`src/rtl/uart_arb_pkg.sv`:
```
// Shared types for the UART TX arbiter: FSM state encoding.
package uart_arb_pkg;

  localparam int STATE_W = 2;

  typedef enum logic [STATE_W-1:0] {
    IDLE      = 2'd0,
    ISSUE     = 2'd1,
    WAIT_BUSY = 2'd2,
    WAIT_DONE = 2'd3
  } arb_state_t;

endpackage

```
`src/rtl/rr_arbiter.sv`:
```
// Combinational round-robin picker: the first set bit of req strictly after
// last_grant wins, wrapping around to index 0 and ending at last_grant itself.
module rr_arbiter #(
  parameter int N_REQ = 4,
  parameter int ID_WD = $clog2(N_REQ)
) (
  input  logic [N_REQ-1:0] req,
  input  logic [ID_WD-1:0] last_grant,
  output logic [N_REQ-1:0] gnt,
  output logic [ID_WD-1:0] gnt_idx,
  output logic             gnt_any
);

  // Two passes: indices above last_grant first, then the wrapped-around range.
  always_comb begin
    gnt     = '0;
    gnt_idx = '0;
    gnt_any = 1'b0;
    for (int i = 0; i < N_REQ; i++) begin
      if (!gnt_any && req[i] && (i > int'(last_grant))) begin
        gnt[i]  = 1'b1;
        gnt_idx = ID_WD'(i);
        gnt_any = 1'b1;
      end
    end
    for (int i = 0; i < N_REQ; i++) begin
      if (!gnt_any && req[i] && (i <= int'(last_grant))) begin
        gnt[i]  = 1'b1;
        gnt_idx = ID_WD'(i);
        gnt_any = 1'b1;
      end
    end
  end

endmodule

```
`src/rtl/uart_tx_arbiter.sv`:
```
// Round-robin scheduler sharing one UART_TX serializer between N_REQ byte
// requesters. A grant latches the byte and parity config, issues a one-cycle
// Data_Valid, then waits for tx_busy to rise and fall (or times out).
// Build option: define UART_ARB_FIXED_PRIO_EN to give requester 0 absolute
// priority, with the remaining requesters round-robin among themselves.
module uart_tx_arbiter
  import uart_arb_pkg::*;
#(
  parameter int N_REQ     = 4,
  parameter int DATA_WD   = 8,
  parameter int BUSY_WAIT = 4,
  parameter int ID_WD     = $clog2(N_REQ)
) (
  input  logic                     CLK,
  input  logic                     RST,
  input  logic [N_REQ-1:0]         req_valid,
  input  logic [N_REQ*DATA_WD-1:0] req_data,
  output logic [N_REQ-1:0]         req_ready,
  input  logic                     cfg_par_en,
  input  logic                     cfg_par_typ,
  output logic [DATA_WD-1:0]       tx_p_data,
  output logic                     tx_data_valid,
  output logic                     tx_par_en,
  output logic                     tx_par_typ,
  input  logic                     tx_busy,
  output logic [ID_WD-1:0]         grant_id,
  output logic                     active,
  output logic                     err_timeout
);

  localparam int                 CNT_W    = $clog2(BUSY_WAIT + 1);
  localparam logic [CNT_W-1:0]   CNT_LAST = CNT_W'(BUSY_WAIT - 1);
  localparam logic [ID_WD-1:0]   LAST_RST = ID_WD'(N_REQ - 1);

  arb_state_t         state;
  arb_state_t         state_nxt;
  logic [ID_WD-1:0]   last_grant;
  logic [CNT_W-1:0]   wait_cnt;

  logic [N_REQ-1:0]   rr_gnt;
  logic [ID_WD-1:0]   rr_idx;
  logic               rr_any;

  logic [N_REQ-1:0]   win_gnt;
  logic [ID_WD-1:0]   win_idx;
  logic               win_any;
  logic               win_upd_last;
  logic [DATA_WD-1:0] win_data;

  logic               grant_now;
  logic               timeout_hit;

`ifdef UART_ARB_FIXED_PRIO_EN
  rr_arbiter #(
    .N_REQ (N_REQ),
    .ID_WD (ID_WD)
  ) u_rr (
    .req        ({req_valid[N_REQ-1:1], 1'b0}),
    .last_grant (last_grant),
    .gnt        (rr_gnt),
    .gnt_idx    (rr_idx),
    .gnt_any    (rr_any)
  );

  // Requester 0 overrides the rotation; its wins leave the rotation pointer
  // alone so the others keep their place in line.
  always_comb begin
    win_gnt      = rr_gnt;
    win_idx      = rr_idx;
    win_any      = rr_any;
    win_upd_last = rr_any;
    if (req_valid[0]) begin
      win_gnt      = '0;
      win_gnt[0]   = 1'b1;
      win_idx      = '0;
      win_any      = 1'b1;
      win_upd_last = 1'b0;
    end
  end
`else
  rr_arbiter #(
    .N_REQ (N_REQ),
    .ID_WD (ID_WD)
  ) u_rr (
    .req        (req_valid),
    .last_grant (last_grant),
    .gnt        (rr_gnt),
    .gnt_idx    (rr_idx),
    .gnt_any    (rr_any)
  );

  // Plain round-robin across every requester.
  always_comb begin
    win_gnt      = rr_gnt;
    win_idx      = rr_idx;
    win_any      = rr_any;
    win_upd_last = rr_any;
  end
`endif

  // Select the winning requester's byte from the packed bus.
  always_comb begin
    win_data = '0;
    for (int i = 0; i < N_REQ; i++) begin
      if (win_gnt[i]) begin
        win_data = req_data[i*DATA_WD +: DATA_WD];
      end
    end
  end

  assign grant_now   = (state == IDLE) && win_any;
  assign timeout_hit = (state == WAIT_BUSY) && !tx_busy && (wait_cnt == CNT_LAST);

  // State register.
  always_ff @(posedge CLK or posedge RST) begin
    if (RST) begin
      state <= IDLE;
    end else begin
      state <= state_nxt;
    end
  end

  // Next-state logic.
  always_comb begin
    state_nxt = state;
    case (state)
      IDLE:      if (win_any) state_nxt = ISSUE;
      ISSUE:     state_nxt = WAIT_BUSY;
      WAIT_BUSY: begin
        if (tx_busy) begin
          state_nxt = WAIT_DONE;
        end else if (wait_cnt == CNT_LAST) begin
          state_nxt = IDLE;
        end
      end
      WAIT_DONE: if (!tx_busy) state_nxt = IDLE;
      default:   state_nxt = IDLE;
    endcase
  end

  // Outputs decoded from state; req_ready is masked while reset is held so
  // every output reads 0 during reset regardless of req_valid.
  always_comb begin
    req_ready     = '0;
    tx_data_valid = 1'b0;
    active        = 1'b0;
    err_timeout   = 1'b0;
    case (state)
      IDLE:      if (!RST) req_ready = win_gnt;
      ISSUE:     begin
        tx_data_valid = 1'b1;
        active        = 1'b1;
      end
      WAIT_BUSY: begin
        active      = 1'b1;
        err_timeout = timeout_hit;
      end
      WAIT_DONE: active = 1'b1;
      default:   active = 1'b0;
    endcase
  end

  // Frame latch: byte, parity config and owner captured on the grant edge and
  // held until the next grant, so late changes on the inputs cannot leak in.
  always_ff @(posedge CLK or posedge RST) begin
    if (RST) begin
      tx_p_data  <= '0;
      tx_par_en  <= 1'b0;
      tx_par_typ <= 1'b0;
      grant_id   <= '0;
      last_grant <= LAST_RST;
    end else if (grant_now) begin
      tx_p_data  <= win_data;
      tx_par_en  <= cfg_par_en;
      tx_par_typ <= cfg_par_typ;
      grant_id   <= win_idx;
      if (win_upd_last) begin
        last_grant <= win_idx;
      end
    end
  end

  // Busy-rise wait counter: cleared on issue, counts idle-busy cycles.
  always_ff @(posedge CLK or posedge RST) begin
    if (RST) begin
      wait_cnt <= '0;
    end else if (state == ISSUE) begin
      wait_cnt <= '0;
    end else if ((state == WAIT_BUSY) && !tx_busy && (wait_cnt != CNT_LAST)) begin
      wait_cnt <= wait_cnt + 1'b1;
    end
  end

endmodule
```
`config.mk`:
```
export PLATFORM = sky130hd
export DESIGN_NAME = uart_tx_arbiter
export DESIGN_NICKNAME = d
export VERILOG_FILES = /design/src/rtl/uart_arb_pkg.sv /design/src/rtl/rr_arbiter.sv /design/src/rtl/uart_tx_arbiter.sv
export SDC_FILE = /design/constraint.sdc
export NUM_CORES = 1
export LEC_CHECK = 0
export ABC_AREA = 0
export BUFFER_PORTS_ARGS = -buffer_cell sky130_fd_sc_hd__buf_2
export CAP_MARGIN = 20
export CELL_PAD_IN_SITES_DETAIL_PLACEMENT = 0
export CELL_PAD_IN_SITES_GLOBAL_PLACEMENT = 1
export CORE_MARGIN = 5
export CORE_UTILIZATION = 33
export DETAILED_ROUTE_END_ITERATION = 6
export PLACE_DENSITY_LB_ADDON = 0.15
export SYNTH_ARGS = -nofsm -noshare
export SYNTH_HDL_FRONTEND = slang
export SYNTH_SLANG_ARGS = --single-unit
```
`constraint.sdc`:
```
create_clock -name CLK -period 2.1 [get_ports CLK]
set_input_delay 0.21 -clock CLK [delete_from_list [all_inputs] [get_ports CLK]]
set_output_delay 0.21 -clock CLK [all_outputs]
set_load 0.01 [all_outputs]
```
# --- Word level (Yosys, flattened, before mapping) ---
# Cells that the tools add are included.
classes:
  shifts: 0
  bitwise_logic: 0
  n_addsub: 1
  div_mod_pow: 0
  reduce_logical: 28
  n_mul: 0
  n_lt_le_gt_ge: 6
  mux: 36
  n_eq_ne: 8
ops:
  columns: ["op", "count"]
  rows:
  - ["$mux W8", 4]
  - ["$mux W2", 10]
  - ["$mux W1", 17]
  - ["$logic_and A1 B1 Y1", 16]
  - ["$mux W4", 2]
  - ["$pmux W2 S4", 1]
  - ["$logic_not A1 Y1", 7]
  - ["$mux W3", 2]
  - ["$eq A2 B2 Y1 const B", 2]
  - ["$gt A2 B2 Y1 const A", 2]
  - ["$le A2 B2 Y1 const A", 2]
  - ["$ne A2 B2 Y1 const B", 2]
  - ["$add A3 B1 Y3 const B", 1]
  - ["$eq A3 B2 Y1 const B", 1]
  - ["$ne A3 B2 Y1 const B", 1]
  - ["$ne A3 B3 Y1 const B", 1]
  - ["$reduce_and A3 Y1", 1]
  - ["$reduce_or A3 Y1", 1]
  - ["$eq A2 B1 Y1 const B", 1]
  - ["$gt A1 B2 Y1 const A", 1]
  - ["$le A1 B2 Y1 const A", 1]
  - ["$logic_not A2 Y1", 1]
  - ["$reduce_and A2 Y1", 1]
  - ["$reduce_bool A2 Y1", 1]
word_totals:
  ff_bits: 19
  ramBits: 0
  input_bits: 41
  word_cells: 86
  latchBits: 0
  n_memories: 0
  mem_bits_ro: 0
  out_inout_bits: 19

# --- Depth between registers and ports, before layout ---
depth:
  word_depth: 28
  depth_mapped: 6
  mapped_depth_nobuf: 6

# --- Cells and area by module ---
# From an unflattened synthesis, not the netlist that was laid out.
unflattened:
  cells_unflattened: 143
  area_unflattened_um2: 1352.5
modules_own_cells:
  columns: ["module", "instances", "cells_per_inst", "area_each_um2"]
  rows:
  - ["uart_tx_arbiter", 1, 109, 1118.6]
  - ["rr_arbiter", 1, 34, 234.0]

# --- Worst setup path before layout ---
# Ideal clock, no wire load.
synth_timing:
  path_type: "reg-to-output"
  from: "register last_grant[0]"
  to: "output port req_ready[3]"
  n_path_buf: 1
  required_time_ns: 1.890
  arrival_ns: 1.311
  path_slack_ns: 0.579
  path_stages_with_launch: 6
  path_cell_list: "dfstp_2 -> nand2b_1 -> a21oi_1 -> o21ai_4 -> buf_4 -> nor2_1"
synth_via:
  elab_chain_len: 28
synth_rtl:
  columns: ["element", "line_no", "text"]
  rows:
  - ["start: declaration", "uart_tx_arbiter.sv:37", "logic [ID_WD-1:0] last_grant;"]
  - ["start signal: assignment", "uart_tx_arbiter.sv:178", "last_grant <= win_idx;"]
  - ["$gt A1 B2 Y1", "rr_arbiter.sv:20", "if (!gnt_any && req[i] && (i > int'(last_grant))) begin"]
  - ["$logic_and A1 B1 Y1", "rr_arbiter.sv:20", null]
  - ["$mux W1", "rr_arbiter.sv:20", null]
  - ["$logic_not A1 Y1", "rr_arbiter.sv:20", null]
  - ["$logic_and A1 B1 Y1 (2 in a row)", "rr_arbiter.sv:20", null]
  - ["$mux W1", "rr_arbiter.sv:20", null]
  - ["$logic_not A1 Y1", "rr_arbiter.sv:20", null]
  - ["$logic_and A1 B1 Y1 (2 in a row)", "rr_arbiter.sv:20", null]
  - ["[... 8 more ...]", null, null]
  - ["$logic_not A1 Y1", "rr_arbiter.sv:27", "if (!gnt_any && req[i] && (i <= int'(last_grant))) begin"]
  - ["$logic_and A1 B1 Y1 (2 in a row)", "rr_arbiter.sv:27", null]
  - ["$mux W1", "rr_arbiter.sv:27", null]
  - ["$logic_not A1 Y1", "rr_arbiter.sv:27", null]
  - ["$logic_and A1 B1 Y1 (2 in a row)", "rr_arbiter.sv:27", null]
  - ["$mux W1 *", "rr_arbiter.sv:27", null]
  - ["$mux W4 *", "uart_tx_arbiter.sv:149", "IDLE: if (!RST) req_ready = win_gnt;"]
  - ["$mux W4 *", "uart_tx_arbiter.sv:148", "case (state)"]
  - ["end: declaration", "uart_tx_arbiter.sv:18", "output logic [N_REQ-1:0] req_ready,"]
# Every way passes the cells marked *; elsewhere a longest branch is shown, timed or not.

# --- Worst setup path after layout ---
layout_timing:
  from: "register last_grant[0]"
  to: "output port req_ready[2]"
layout_via:
  elab_chain_len: 24
layout_rtl:
  columns: ["element", "line_no"]
  rows:
  - ["$gt A1 B2 Y1", "rr_arbiter.sv:20"]
  - ["$logic_and A1 B1 Y1", "rr_arbiter.sv:20"]
  - ["$mux W1", "rr_arbiter.sv:20"]
  - ["$logic_not A1 Y1", "rr_arbiter.sv:20"]
  - ["$logic_and A1 B1 Y1 (2 in a row)", "rr_arbiter.sv:20"]
  - ["$mux W1", "rr_arbiter.sv:20"]
  - ["$logic_not A1 Y1", "rr_arbiter.sv:20"]
  - ["$logic_and A1 B1 Y1 (2 in a row)", "rr_arbiter.sv:20"]
  - ["[... 4 more ...]", null]
  - ["$logic_not A1 Y1", "rr_arbiter.sv:27"]
  - ["$logic_and A1 B1 Y1 (2 in a row)", "rr_arbiter.sv:27"]
  - ["$mux W1", "rr_arbiter.sv:27"]
  - ["$logic_not A1 Y1", "rr_arbiter.sv:27"]
  - ["$logic_and A1 B1 Y1 (2 in a row)", "rr_arbiter.sv:27"]
  - ["$mux W1 *", "rr_arbiter.sv:27"]
  - ["$mux W4 *", "uart_tx_arbiter.sv:149"]
  - ["$mux W4 *", "uart_tx_arbiter.sv:148"]
# Marks and branches as above.

==> metrics.json <==
{
  "setup_path": {
    "nature_of_the_critical_path_startpoint": "flip-flop",
    "cpMaxStageDelayCell": "dfstp_2",
    "timing_worst_setup_path_type": "flip-flop to output port",
    "cp-end-kind": "output port",
    "critPathCapture": "req_ready[2]",
    "r2r_start": "last_grant[1]$_DFFE_PP1P_",
    "critical_path_s_largest_stage_delay_ps": 620,
    "timing.critical_path.from": "last_grant[0]$_DFFE_PP1P_",
    "timing.reg2reg.worst_path_depth": 5,
    "r2r_end": "tx_p_data[1]$_DFFE_PP0P_",
    "critical_path_depth": 5,
    "timing.critical_path.arrival_ps": 1700,
    "cp_top_family": "flip-flops",
    "worst-path-max-fanout": 10,
    "crit_buf_inv": 1,
    "cp_cell_sequence": "nor2b_4 -> o21ai_1 -> nand3_2 -> nor2_1 -> buf_2",
    "cp_data_required_time_ps": 1890,
    "ff2ff_setup_slack_ps": 330
  },
  "job": {
    "cap_viol_max_count": 0
  },
  "global_routing": {
    "grt_start_max_net_pins": 20,
    "grt_antenna_before_repair": 0,
    "grt_util_all_layers_pct": 15.1,
    "globalRouteOverflowTotal": 0,
    "grt_first_pass_wirelength_um": 6190,
    "grt_pass1_vias": 1301
  },
  "floorplan": {
    "die_area_um2": 5110,
    "initial_core_util_pct": 34.1,
    "io-pin-count": 60,
    "die_width_um": 71.5,
    "floorplan.die.height_um": 71.5,
    "floorplan.core_area_um2": 3660,
    "floorplan.rows": 22
  },
  "detailed_routing": {
    "wirelength_met1_um": 1530,
    "routed_wirelength_um": 3650,
    "vias_per_cell": 5.09,
    "routed-via-count": 1247,
    "detailed_router_s_first_iteration_violation_count": 29,
    "highest_layer": "met4",
    "wl_per_cell_um": 14.9,
    "wl_met3_um": 291,
    "met2WireLength_um": 1770,
    "drt.antenna.violating_nets": 0,
    "1st_pass_router_iterations": 4,
    "drc": 0
  },
  "clock_tree": {
    "cts_root_buffer": "clkbuf_8",
    "cts-buffers-inserted": 3,
    "worst_skew_pair.late_latency_ps": 260,
    "cts_buffer_depth": 2,
    "clock_transition_at_the_registers_of_the_reported_paths_ps": 80,
    "cts_htree_levels": 1,
    "numClockSinks": 19,
    "tritoncts": "built"
  },
  "place": {
    "port-buffer-count": 59,
    "gp_congestion": 0.801,
    "hpwl_um": 2810
  },
  "power": {
    "powerDensity_nw_per_um2": 1250,
    "p_leak_nw": 0.822,
    "ir_drop_mv": 0.409
  },
  "min_path": {
    "hold_path_class": "primary input to flip-flop"
  },
  "sta": {
    "relSlewSlack_pct": 63.6,
    "max_freq_ghz": 0.524,
    "timing.hold.ws_ps": 139,
    "period_share_pct": 90.9,
    "totalNegativeSetupSlack_ps": 0,
    "setup_violations": 0,
    "finalClockSkew_ps": 4.97,
    "final_period_minus_worst_setup_slack_ps": 1910,
    "number_of_max_slew_violations_in_the_final_report": 0,
    "report.final.hold_viol_count": 0,
    "grt_setup_unrepaired": "no",
    "timing_worst_slew_pin_value_ps": 546
  },
  "finish": {
    "antenna_cells": 0,
    "drive_above_1_share_pct": 44.2,
    "seqCellArea_um2": 478,
    "area.growth.synth_to_final_pct": 32.7,
    "area_used_by_multi_input_combinational_logic_um2": 711,
    "final_net_count": 241,
    "fill_cells": 377
  },
  "yosys": {
    "synth_cell_types": 37,
    "synth_cells": 135,
    "synth-seq-area-share_pct": 38.3,
    "synth_area_per_cell_um2": 9.25,
    "synthesis.nets": 178,
    "synth.yosys.warnings": 0,
    "async_flop_share_pct": 100,
    "cell_area_after_technology_mapping_um2": 1250,
    "synth-seq-cells": 19,
    "synth-main-ff-cell": "dfrtp_1",
    "number_of_enable_type_register_cells_in_the_synthesized_netlist": 0
  },
  "run_status": {
    "outcome": "finished clean"
  }
}
cells in the final DEF, fill, tap and decap left out, types with 2 or more instances in the layout:
cell type	count
a2bb2oi_1	8
buf_4	5
clkbuf_8	3
buf_2	59
a221oi_2	8
ha_1	2
dfstp_2	2
nor2_1	9
o21ai_1	9
a21o_1	6
inv_2	2
dfrtp_1	17
nor3_1	2
o211ai_1	8
o21ai_0	5
a21oi_1	4
mux2i_1	2
and3_1	2
inv_1	3
nand2_1	23
flip-flops by register name, summed over array words and instances, names as in the netlist:
signal	cells
grant_id	2
last_grant	2
state	2
tx_p_data	8
tx_par_en	1
tx_par_typ	1
wait_cnt	3
final cells by class:
cell class | instances | share of cell area (%)
tap | 48 | 3.63
timing repair buffer | 65 | 20.7
sequential | 19 | 28.9
clock inverter | 1 | 0.302
inverter | 5 | 1.13
multi-input combinational | 104 | 42.9
clock buffer | 3 | 2.49
worst min path at each step:
stage | from | endpoint | slack (ps) | cells after the start
after floorplan | RST | grant_id[0]$_DFFE_PP0P_ | 170 | 1
after global placement | RST | grant_id[0]$_DFFE_PP0P_ | 100 | 2
after detailed placement | RST | grant_id[0]$_DFFE_PP0P_ | 100 | 2
after CTS | cfg_par_typ | tx_par_typ$_DFFE_PP0P_ | 130 | 3
after global routing | cfg_par_en | tx_par_en$_DFFE_PP0P_ | 150 | 3
final | cfg_par_typ | tx_par_typ$_DFFE_PP0P_ | 140 | 3
logic make-up (layout without fill, tap and decap cells):
group | count (synthesis) | in the layout | share of synthesized area [%]
compound gates | 55 | 55 | 36.2
simple gates | 45 | 45 | 16.7
flops | 19 | 19 | 38.3
buf+inv | 12 | 74 | 5.21
fa+ha+maj | 2 | 2 | 2.00
mux | 2 | 2 | 1.60
synth_stat cells, drive strengths merged (5+ instances only):
library cell,instances,area (um2)
a221oi,8,120
nand2,23,86.3
buf,5,38.8
a21o,6,45.0
inv,5,18.8
a2bb2oi,8,70.1
o211ai,8,60.1
nor2,10,40.0
dfrtp,17,425
a21oi,5,28.8
o21ai,15,86.3
routing by layer:
metal	GRT usage, %	vias up
met5	0	-
met4	5.22	0
met3	5.05	5
met2	25.1	37
met1	18.3	577
li1	-	628
through the flow:
step	utilization, %	power [mW]	cell area, um2	std cells	setup WS [ps]
CTS	44.7	2.08	1640	243	22.3
detailed placement	43.2	1.81	1580	238	305
global placement	43.2	1.79	1580	238	348
finish	45.2	2.07	1660	245	191
global route	45.2	2.26	1660	245	86.5
floorplan	-	1.48	1250	135	579
what timing repair did:
| item | in CTS | in global routing |
|---|---|---|
| endpoints found under the hold margin | 1 | 0 |
| setup endpoints to repair | 0 | 2 |
| setup buffers | 0 | 2 |
| gates resized for setup | 0 | 1 |
| hold buffers | 1 | 0 |
power by group:
group	total (mW)	switching, mW	internal (mW)
sequential	0.701	0.155	0.546
combinational	1.11	0.614	0.495
clock	0.261	0.129	0.132
tightest hold or removal path: cells and delay by family:
| family | cells | cell delay, ps |
|---|---|---|
| buf+inv | 1 | 70 |
| simple gates | 2 | 90 |
No activity file was read; power rests on OpenSTA's default activity.
